[src/rtl/riscv_div_pkg.sv]
// Shared definitions for the iterative RISC-V M-extension divider.
// Holds the op encodings, the controller state enumeration, the iteration
// count and small helpers that decode the op field.
package riscv_div_pkg;

    localparam int ITER = 32;
    // Value of the 6-bit iteration counter on the final CALC cycle.
    localparam logic [5:0] LAST_ITER = 6'(ITER - 1);

    typedef enum logic [1:0] {
        OP_DIV  = 2'b00,
        OP_DIVU = 2'b01,
        OP_REM  = 2'b10,
        OP_REMU = 2'b11
    } div_op_e;

    typedef enum logic [1:0] {
        S_IDLE,
        S_CALC,
        S_FIX,
        S_DONE
    } div_state_e;

    function automatic logic op_is_signed(input logic [1:0] op);
        return (op == OP_DIV) || (op == OP_REM);
    endfunction

    function automatic logic op_is_rem(input logic [1:0] op);
        return (op == OP_REM) || (op == OP_REMU);
    endfunction

    // Magnitude of a two's-complement value; 0x80000000 maps to itself,
    // which is the correct unsigned magnitude.
    function automatic logic [31:0] abs32(input logic [31:0] v);
        return v[31] ? (~v + 32'd1) : v;
    endfunction

endpackage

[src/rtl/div_step.sv]
// One combinational restoring-division step.
// Ports:
//   rem_in   partial remainder entering the step (always < divisor)
//   dvd_in   dividend bits still to be consumed, MSB first; quotient bits
//            accumulate in the low end as the dividend shifts out
//   divisor  divisor magnitude
//   rem_out  partial remainder after the step
//   dvd_out  shifted dividend with the new quotient bit in bit 0
module div_step (
    input  logic [31:0] rem_in,
    input  logic [31:0] dvd_in,
    input  logic [31:0] divisor,
    output logic [31:0] rem_out,
    output logic [31:0] dvd_out
);

    logic [32:0] shifted;
    logic [32:0] trial;
    logic        borrow;
    logic [32:0] rem_sel;
    logic        unused_rem_msb;

    assign shifted         = {rem_in, dvd_in[31]};
    assign {borrow, trial} = {1'b0, shifted} - {2'b00, divisor};
    assign rem_sel         = borrow ? shifted : trial;
    // The selected remainder is always below the divisor, so bit 32 is zero.
    assign unused_rem_msb  = rem_sel[32];
    assign rem_out         = rem_sel[31:0];
    assign dvd_out         = {dvd_in[30:0], ~borrow};

endmodule

[src/rtl/riscv_divider.sv]
// Fixed-latency 32-bit divider for RISC-V DIV/DIVU/REM/REMU.
// A request is latched when start is high in IDLE or DONE, then 32 restoring
// steps run in CALC, FIX applies sign correction and the divide-by-zero rule,
// and DONE pulses done for one cycle. Latency is the same for every operand.
// Ports:
//   clk, rst_n   clock and asynchronous active-low reset
//   start        request, honoured only while busy is low
//   op           00 DIV, 01 DIVU, 10 REM, 11 REMU
//   A, B         dividend and divisor
//   busy         high in CALC and FIX
//   done         one-cycle pulse, result valid
//   result       quotient or remainder, held until the next FIX cycle
module riscv_divider
    import riscv_div_pkg::*;
(
    input  logic        clk,
    input  logic        rst_n,
    input  logic        start,
    input  logic [1:0]  op,
    input  logic [31:0] A,
    input  logic [31:0] B,
    output logic        busy,
    output logic        done,
    output logic [31:0] result
);

    div_state_e  state_reg, state_next;
    logic        accept;

    logic        rem_sel_reg;
    logic        q_neg_reg;
    logic        r_neg_reg;
    logic [5:0]  cnt_reg;
    logic [31:0] rem_reg;
    logic [31:0] dvd_reg;
    logic [31:0] divisor_reg;
    logic [31:0] result_reg;

    logic [31:0] rem_step;
    logic [31:0] dvd_step;
    logic [31:0] result_next;

    div_step u_step (
        .rem_in  (rem_reg),
        .dvd_in  (dvd_reg),
        .divisor (divisor_reg),
        .rem_out (rem_step),
        .dvd_out (dvd_step)
    );

    always_ff @(posedge clk or negedge rst_n) begin
        if (!rst_n) state_reg <= S_IDLE;
        else        state_reg <= state_next;
    end

    always_comb begin
        state_next = state_reg;
        busy       = 1'b0;
        done       = 1'b0;
        accept     = 1'b0;
        case (state_reg)
            S_IDLE: begin
                if (start) begin
                    accept     = 1'b1;
                    state_next = S_CALC;
                end
            end
            S_CALC: begin
                busy = 1'b1;
                if (cnt_reg == LAST_ITER) state_next = S_FIX;
            end
            S_FIX: begin
                busy       = 1'b1;
                state_next = S_DONE;
            end
            S_DONE: begin
                done = 1'b1;
                if (start) begin
                    accept     = 1'b1;
                    state_next = S_CALC;
                end else begin
                    state_next = S_IDLE;
                end
            end
            default: state_next = S_IDLE;
        endcase
    end

    // Sign correction. After 32 steps dvd_reg holds the quotient magnitude
    // and rem_reg the remainder magnitude. A zero divisor leaves an all-ones
    // magnitude quotient, but for signed DIV the sign flip must be suppressed,
    // so quotients by zero are forced to all ones. The signed-overflow case
    // needs no special handling: |0x80000000|/1 negated is 0x80000000.
    always_comb begin
        result_next = '0;
        if (rem_sel_reg)
            result_next = r_neg_reg ? (~rem_reg + 32'd1) : rem_reg;
        else if (divisor_reg == '0)
            result_next = '1;
        else
            result_next = q_neg_reg ? (~dvd_reg + 32'd1) : dvd_reg;
    end

    always_ff @(posedge clk or negedge rst_n) begin
        if (!rst_n) begin
            rem_sel_reg <= 1'b0;
            q_neg_reg   <= 1'b0;
            r_neg_reg   <= 1'b0;
            cnt_reg     <= '0;
            rem_reg     <= '0;
            dvd_reg     <= '0;
            divisor_reg <= '0;
            result_reg  <= '0;
        end else if (accept) begin
            rem_sel_reg <= op_is_rem(op);
            q_neg_reg   <= op_is_signed(op) & (A[31] ^ B[31]);
            r_neg_reg   <= op_is_signed(op) & A[31];
            cnt_reg     <= '0;
            rem_reg     <= '0;
            dvd_reg     <= op_is_signed(op) ? abs32(A) : A;
            divisor_reg <= op_is_signed(op) ? abs32(B) : B;
        end else if (state_reg == S_CALC) begin
            rem_reg <= rem_step;
            dvd_reg <= dvd_step;
            cnt_reg <= cnt_reg + 6'd1;
        end else if (state_reg == S_FIX) begin
            result_reg <= result_next;
        end
    end

    assign result = result_reg;

endmodule

[config.mk]
export PLATFORM = sky130hd
export DESIGN_NAME = riscv_divider
export DESIGN_NICKNAME = d
export VERILOG_FILES = /design/src/rtl/riscv_div_pkg.sv /design/src/rtl/div_step.sv /design/src/rtl/riscv_divider.sv
export SDC_FILE = /design/constraint.sdc
export NUM_CORES = 1
export LEC_CHECK = 0
export CORE_MARGIN = 3
export CORE_UTILIZATION = 55
export CTS_BUF_LIST = sky130_fd_sc_hd__clkbuf_4
export DETAILED_ROUTE_END_ITERATION = 6
export PLACE_DENSITY_LB_ADDON = 0.15
export REMOVE_ABC_BUFFERS = 1
export SLEW_MARGIN = 15
export SYNTH_ARGS = -nofsm -noshare
export SYNTH_HDL_FRONTEND = slang
export SYNTH_HIERARCHICAL = 1
export SYNTH_SLANG_ARGS = --single-unit
export TNS_END_PERCENT = 10
[constraint.sdc]
create_clock -name clk -period 2.45 [get_ports clk]
set_input_delay 0.6125 -clock clk [delete_from_list [all_inputs] [get_ports clk]]
set_output_delay 0.6125 -clock clk [all_outputs]
set_load 0.02 [all_outputs]
==> impl_metrics.json, run 1 <==
{
  "result_of_the_run": "finished, violations left",
  "failed_checks": "setup timing",
  "mappedNetlistArea_sq_um": 11660,
  "boundaryPins": 103,
  "max_freq_mhz": 361.2,
  "drc_errors": 0,
  "cts_root_buf": "clkbuf_4",
  "timing.max_slew.rel_slack_pct": 18.08,
  "yosysSeqAreaShare_pct": 29.83,
  "globalRouteOverflowTotal": 0,
  "setup_violations": 45,
  "r2r-start": "rem_reg[3]",
  "die_area_sq_um": 22980,
  "hold_class": "in2async",
  "number_of_synthesis_warnings": 6,
  "grt_pass1_vias": 11850,
  "r2r_setup_slack_ps": -320,
  "dpl-instance-area_sq_um": 14900,
  "tritoncts": "built",
  "final_antenna_net_count": 0,
  "number_of_antenna_violations_at_the_first_check_in_global_routing": 1,
  "cts_num_sinks": 139,
  "leakage_uw": 0.007021,
  "place.port_buffers": 102,
  "power.density_nw_per_um2": 1441,
  "final-hold-violation-count": 0,
  "synthesis.area_per_instance_sq_um": 8.114,
  "floorplan.initialDensity_pct": 56.71,
  "synth.distinct_cells": 78,
  "area_growth_pct": 36.52,
  "async_s_r_ff_share_synth_pct": 100.0,
  "max_slew.worst_pin.slew_ps": 1229,
  "met2_length_um": 17410,
  "cts_made_buffers": 17,
  "drv.max_cap_violation_count": 0,
  "dr_wl_met3_um": 2819,
  "critical_path_required_ps": 2920,
  "grt_first_pass_wirelength_um": 57710,
  "total_power_uw": 22940,
  "grt_max_degree": 65,
  "routed_via_density": 6.052,
  "layoutNonFillerInstCount": 2055,
  "crit_path_end_kind": "register",
  "fin_crit_sh_pct": 113.0,
  "crit_path_start_kind": "register",
  "detail_route.wl_per_cell_um": 17.99,
  "synth_edf_count": 0,
  "post-place-cells": 2007,
  "gp_congestion": 0.9808,
  "finClkSkew_ps": 23.82,
  "drt_first_iter_violations": 1080,
  "finalWirelength_um": 36960,
  "timing.final.ws_setup_ps": -318.9,
  "row_count": 52,
  "cts_buffer_depth": 2,
  "ctsHtreeMaxLevel": 4,
  "synth_seq_cells": 139,
  "crit_path_start": "rem_reg[3]",
  "layout_min_cycle_time_ps": 2769,
  "wl_met1_um": 15730,
  "synth_flop_cell": "dfrtp_1",
  "layout.nets": 1885,
  "critPathArrivalTime_ps": 3240,
  "dp_hpwl_um": 27050,
  "worstSetupPathType": "reg2reg",
  "peakVddDrop_mv": 0.9960,
  "total_vias_in_the_final_route": 12440,
  "firstDrtPassIters": 6,
  "synthCells": 1437,
  "floorplan.die.width_um": 151.6,
  "clock_latency_ps": 570,
  "timing.final.max_slew_violations": 0,
  "layout-drive-gt1-share_pct": 27.80,
  "cts.reportedPaths.clkPinSlew_ps": 140,
  "design.core.area_sq_um": 20560,
  "grt_setup_unrepaired": "true",
  "finalCoreUtilization_pct": 77.42,
  "post-route-cell-area_sq_um": 15920,
  "path_max_fanout": 7,
  "die_height_um": 151.6,
  "top_signal_layer_used": "met4",
  "grt_util_all_layers_pct": 31.27
}
==> power breakdown <==
group | internal, uW | switching, uW
logic | 8190 | 8990
registers | 3360 | 993
clock network | 494 | 915
total | 12000 | 10900
==> stage by stage <==
step           setup TNS (ps)  hold WS (ps)  worst slack (ps)
2_1_floorplan         -132820         316.9             -2343
3_3_place_gp           -16160         499.8            -900.0
3_5_place_dp           -21060         513.2            -877.3
4_1_cts                 -6597         547.9            -222.8
5_1_grt                -11230         544.5            -405.3
6_report                -6180         535.8            -318.9
==> Yosys cell counts, drive strengths merged (18+ instances only) <==
cell type | n | share of area (%)
xor2 | 48 | 3.6
a31oi | 37 | 2.1
o31ai | 26 | 1.7
a211oi | 26 | 1.8
nand2 | 126 | 4.1
xnor2 | 64 | 4.8
dfrtp | 139 | 30
ha | 42 | 4.5
nor4 | 25 | 1.4
buf | 48 | 2.8
inv | 75 | 2.4
a21o | 18 | 1.2
or4 | 29 | 1.9
o21ai | 115 | 4.9
o41ai | 19 | 1.6
clkbuf | 66 | 2.1
nor3 | 35 | 1.6
a21oi | 62 | 2.7
nor2 | 135 | 4.3
nand3 | 25 | 1.1
mux2i | 61 | 5.2
or3 | 28 | 1.5
==> cells by family after synthesis <==
group,after synthesis,share of synthesized area [%]
flip-flops,139,29.83
adder cells (fa/ha/maj),43,4.679
AO/OA/AOI/OAI,389,22.29
buffers and inverters,189,7.361
multiplexers,73,6.428
XOR/XNOR,112,8.413
AND/OR/NAND/NOR,492,21.00
==> metal layers <==
| metal | GRT usage, % | up-vias |
|---|---|---|
| li1 | - | 5871 |
| met1 | 42.12 | 5976 |
| met2 | 50.39 | 511 |
| met3 | 6.544 | 79 |
| met4 | 10.29 | 0 |
| met5 | 0 | - |
==> cell type report <==
class                      instances  area [sq um]
antenna                            1         2.502
clock buffer                      18         135.1
clock inverter                    12         102.6
fill                            1494          4642
inverter                          75         284.0
multi-input combinational       1109          7931
sequential                       139          3481
tap                              270         337.8
timing repair buffer             430          3636
timing repair inverter             1         7.507
==> worst max-delay path, stage by stage (launching register included) <==
cell,delay (ps)
dfrtp_1,470
ha_4,310
a21oi_2,230
nand2_2,140
o2111ai_4,280
a311oi_4,150
nor3_4,190
buf_6,140
clkinvlp_4,180
buf_6,190
nor2_2,90
a21oi_1,50
mux2i_1,170
nor2_1,70
==> worst paths after layout <==
path | end | cells after the start
min in group clk | result[8] | 2
max in group asynchronous | dvd_reg[15] | 3
worst min-delay path | cnt_reg[2] | 2
worst max-delay path | rem_reg[0] | 13
worst min register to register | result[8] | 2
worst max register to register | rem_reg[0] | 13
==> cell usage in the layout, fill, tap and decap left out, types with 22 or more instances in the layout <==
cell type        instances
clkdlybuf4s50_1         99
nor4_1                  22
nand3_1                 25
a31oi_1                 33
dfrtp_1                137
inv_1                   71
nand2_1                121
a211oi_1                23
xnor2_1                 63
xor2_1                  47
or3_1                   25
mux2i_1                 61
a21oi_1                 51
ha_1                    32
buf_4                  305
nor3_1                  31
nor2_1                 128
o21ai_1                 23
o21ai_0                 89
==> what timing repair did <==
action / 4_1_cts / 5_1_grt
setup endpoints to repair: 57 / 60
cloned: 2 / 0
hold endpoints to repair: 10 / 0
pin swaps: 21 / 29
resized for setup: 59 / 95
setup buffers: 12 / 5
hold buffers: 1 / 0
No activity file was read; power rests on OpenSTA's default activity.
==> run 2: changes to the inputs <==
--- a/config.mk
+++ b/config.mk
@@ -5,6 +5,7 @@
 export SDC_FILE = /design/constraint.sdc
 export NUM_CORES = 1
 export LEC_CHECK = 0
+export ABC_CLOCK_PERIOD_IN_PS = 2450
 export CORE_MARGIN = 3
 export CORE_UTILIZATION = 55
 export CTS_BUF_LIST = sky130_fd_sc_hd__clkbuf_4
==> results of run 2 <==
Same layout as run 1: the final DEF is identical, and so are final timing and power.
==> run 3: changes to the inputs <==
--- a/config.mk
+++ b/config.mk
@@ -6,9 +6,11 @@
 export NUM_CORES = 1
 export LEC_CHECK = 0
 export ABC_CLOCK_PERIOD_IN_PS = 2450
+export CELL_PAD_IN_SITES_DETAIL_PLACEMENT = 0
+export CELL_PAD_IN_SITES_GLOBAL_PLACEMENT = 1
 export CORE_MARGIN = 3
-export CORE_UTILIZATION = 55
-export CTS_BUF_LIST = sky130_fd_sc_hd__clkbuf_4
+export CORE_UTILIZATION = 41
+export CTS_BUF_LIST = sky130_fd_sc_hd__clkbuf_2 sky130_fd_sc_hd__clkbuf_4 sky130_fd_sc_hd__clkbuf_8
 export DETAILED_ROUTE_END_ITERATION = 6
 export PLACE_DENSITY_LB_ADDON = 0.15
 export REMOVE_ABC_BUFFERS = 1
==> run 3 against run 2 <==
The flow still finishes with violations (setup timing). Sequential power is essentially flat. Via count shrank 4.3%. Total power grew 1.2%. Die area grew 33%. Combinational power is essentially flat. Non-clock buffer count grew 8. Register-to-register slack gained 30 ps. Critical path type unchanged.
==> impl_metrics.json, run 3 (synthesized netlist as in run 1, its figures left out) <==
{
  "path_max_fanout": 6,
  "cts-hold-fix-buffers": 0,
  "grt_pass1_vias": 11530,
  "setup_violations": 32,
  "routed_via_density": 5.483,
  "n_antenna_cell": 0,
  "p_int_uw": 12410,
  "critPathArrivalTime_ps": 3090,
  "tritoncts": "built",
  "firstDrtPassIters": 5,
  "hold_class": "in2async",
  "ctsHtreeMaxLevel": 4,
  "setup-tns-final_ps": -4014,
  "power_switching_uw": 10800,
  "timing.final.ws_setup_ps": -287.9,
  "result_of_the_run": "finished, violations left",
  "fin_crit_sh_pct": 111.8,
  "floorplan.initialDensity_pct": 41.74,
  "gp_congestion": 0.8687,
  "area_growth_pct": 39.44,
  "comb_power_share_pct": 72.9,
  "failed_checks": "setup timing",
  "crit_path_start_kind": "register",
  "final_layout_fill_cell_count": 2621,
  "layout_min_cycle_time_ps": 2738,
  "grt_util_all_layers_pct": 24.30,
  "clock_latency_ps": 470,
  "cts_buffer_depth": 2,
  "crit_path_end_kind": "register",
  "max_slew.worst_pin.slew_ps": 779.8,
  "worst_reg2reg_path_depth": 12,
  "power.density_nw_per_um2": 1428,
  "crit_path_start": "rem_reg[0]",
  "design.core.area_sq_um": 27930,
  "path_cells": "buf_4 -> fa_2 -> a21o_1 -> a31oi_4 -> buf_6 -> o21bai_4 -> and3_4 -> o41ai_4 -> xor2_1 -> o21ai_1 -> mux2i_1 -> nor2_1",
  "switching_share_pct": 46.54,
  "drc_errors": 0,
  "grt_first_pass_wirelength_um": 60130,
  "worstSetupPathType": "reg2reg",
  "place.port_buffers": 102,
  "final_antenna_net_count": 0,
  "most-common-layout-cells": "buf_4, dfrtp_1, nor2_1, nand2_1, clkdlybuf4s50_1",
  "finalCoreUtilization_pct": 58.20,
  "final-hold-violation-count": 0,
  "die_height_um": 174.6,
  "drt_first_iter_violations": 857,
  "finClkSkew_ps": 19.64,
  "dp_hpwl_um": 28870,
  "r2r-start": "rem_reg[0]",
  "drv.max_cap_violation_count": 0,
  "cts.reportedPaths.clkPinSlew_ps": 100,
  "hold-worst-slack_ps": 107.1,
  "globalRouteOverflowTotal": 0,
  "row_count": 61,
  "power.sequential.fraction_pct": 18.8,
  "finalWirelength_um": 37510,
  "slowest_delay_ps": 470,
  "r2r_setup_slack_ps": -290,
  "grt_max_degree": 65,
  "total_vias_in_the_final_route": 11900,
  "detail_route.wl_per_cell_um": 17.28,
  "crit_slowest_cell": "dfrtp_2",
  "final-seq-area_sq_um": 3483,
  "number_of_antenna_violations_at_the_first_check_in_global_routing": 0,
  "cts_root_buf": "clkbuf_8",
  "layout.nets": 1892,
  "critical_path_required_ps": 2810,
  "grt_setup_unrepaired": "true",
  "cts_num_sinks": 139,
  "worstReg2RegEnd": "rem_reg[28]",
  "pre_cts_ws_ps": -1097,
  "timing.max_slew.rel_slack_pct": 48.02,
  "die_area_sq_um": 30500,
  "leading_cell_type_in_the_layout_fill_and_taps_excluded": "buf_4",
  "leakage_uw": 0.007098,
  "max_freq_mhz": 365.2,
  "peakVddDrop_mv": 0.7234,
  "clkPwrFrac_pct": 8.3,
  "layout-drive-gt1-share_pct": 28.39,
  "timing.final.max_slew_violations": 0,
  "boundaryPins": 103,
  "multi_input_gate_area_sq_um": 7921,
  "floorplan.die.width_um": 174.6,
  "cts_made_buffers": 17
}
## run 3: cell count changes in the layout (fill, tap and decap cells not counted), moves of 4 or more
cell / previous run / this run
clkbuf_4: 18 / 1
buf_4: 305 / 313
nand2_2: 5 / 0
clkbuf_8: 0 / 17
buf_12: 7 / 11
nand2_1: 121 / 126
inv_6: 1 / 6
## run 3: worst max-delay path: cells and delay by family (launching register included)
| family | cells | cell delay (ps) |
|---|---|---|
| xor+xnor | 1 | 200 |
| compound gates | 5 | 890 |
| fa+ha+maj | 1 | 380 |
| buf+inv | 2 | 300 |
| mux | 1 | 140 |
| simple gates | 2 | 240 |
| flops | 1 | 470 |
## run 3: power groups by stage
| stage | combinational, uW | clock, uW | sequential (uW) |
|---|---|---|---|
| detailed placement | 15400 | 0 | 4350 |
| global route | 18600 | 2050 | 4490 |
| floorplan | 8330 | 0 | 4690 |
| finish | 16900 | 1920 | 4360 |
| global placement | 15300 | 0 | 4320 |
| CTS | 16300 | 1980 | 4360 |
## run 3: layer usage
layer / share of wire [%] / vias to the layer above / global-route usage, %
met5: 0 / - / 0
met4: 1.7 / 0 / 6.184
met3: 3.8 / 32 / 2.738
met2: 47 / 222 / 39.16
met1: 48 / 5753 / 34.93
li1: - / 5896 / -
## run 3: area by class of cell
type	count	share of cell area, %
Inverter	75	1.732
Sequential cell	139	21.43
Multi-Input combinational cell	1109	48.72
Clock buffer	18	1.485
Timing Repair Buffer	438	22.90
Clock inverter	14	0.8312
Tap cell	378	2.909
## run 3: worst max path at each step
stage                              to
after floorplan           dvd_reg[24]
after global placement    dvd_reg[31]
after detailed placement  dvd_reg[31]
after CTS                 rem_reg[15]
after global routing      rem_reg[30]
final                     rem_reg[28]
## run 3: what timing repair did
action,4_1_cts,5_1_grt
setup buffers,5,4
resized for setup,95,53
gates cloned,0,0
pin swaps,37,24
endpoints found under the setup margin,56,57
## run 3: through the flow
step | cells | total power (uW) | cell area [sq um]
finish | 2171 | 23210 | 16260
global route | 2171 | 25090 | 16260
CTS | 2167 | 22640 | 16040
detailed placement | 2130 | 19770 | 15190
global placement | 2130 | 19590 | 15190
floorplan | 1323 | 13020 | 11080
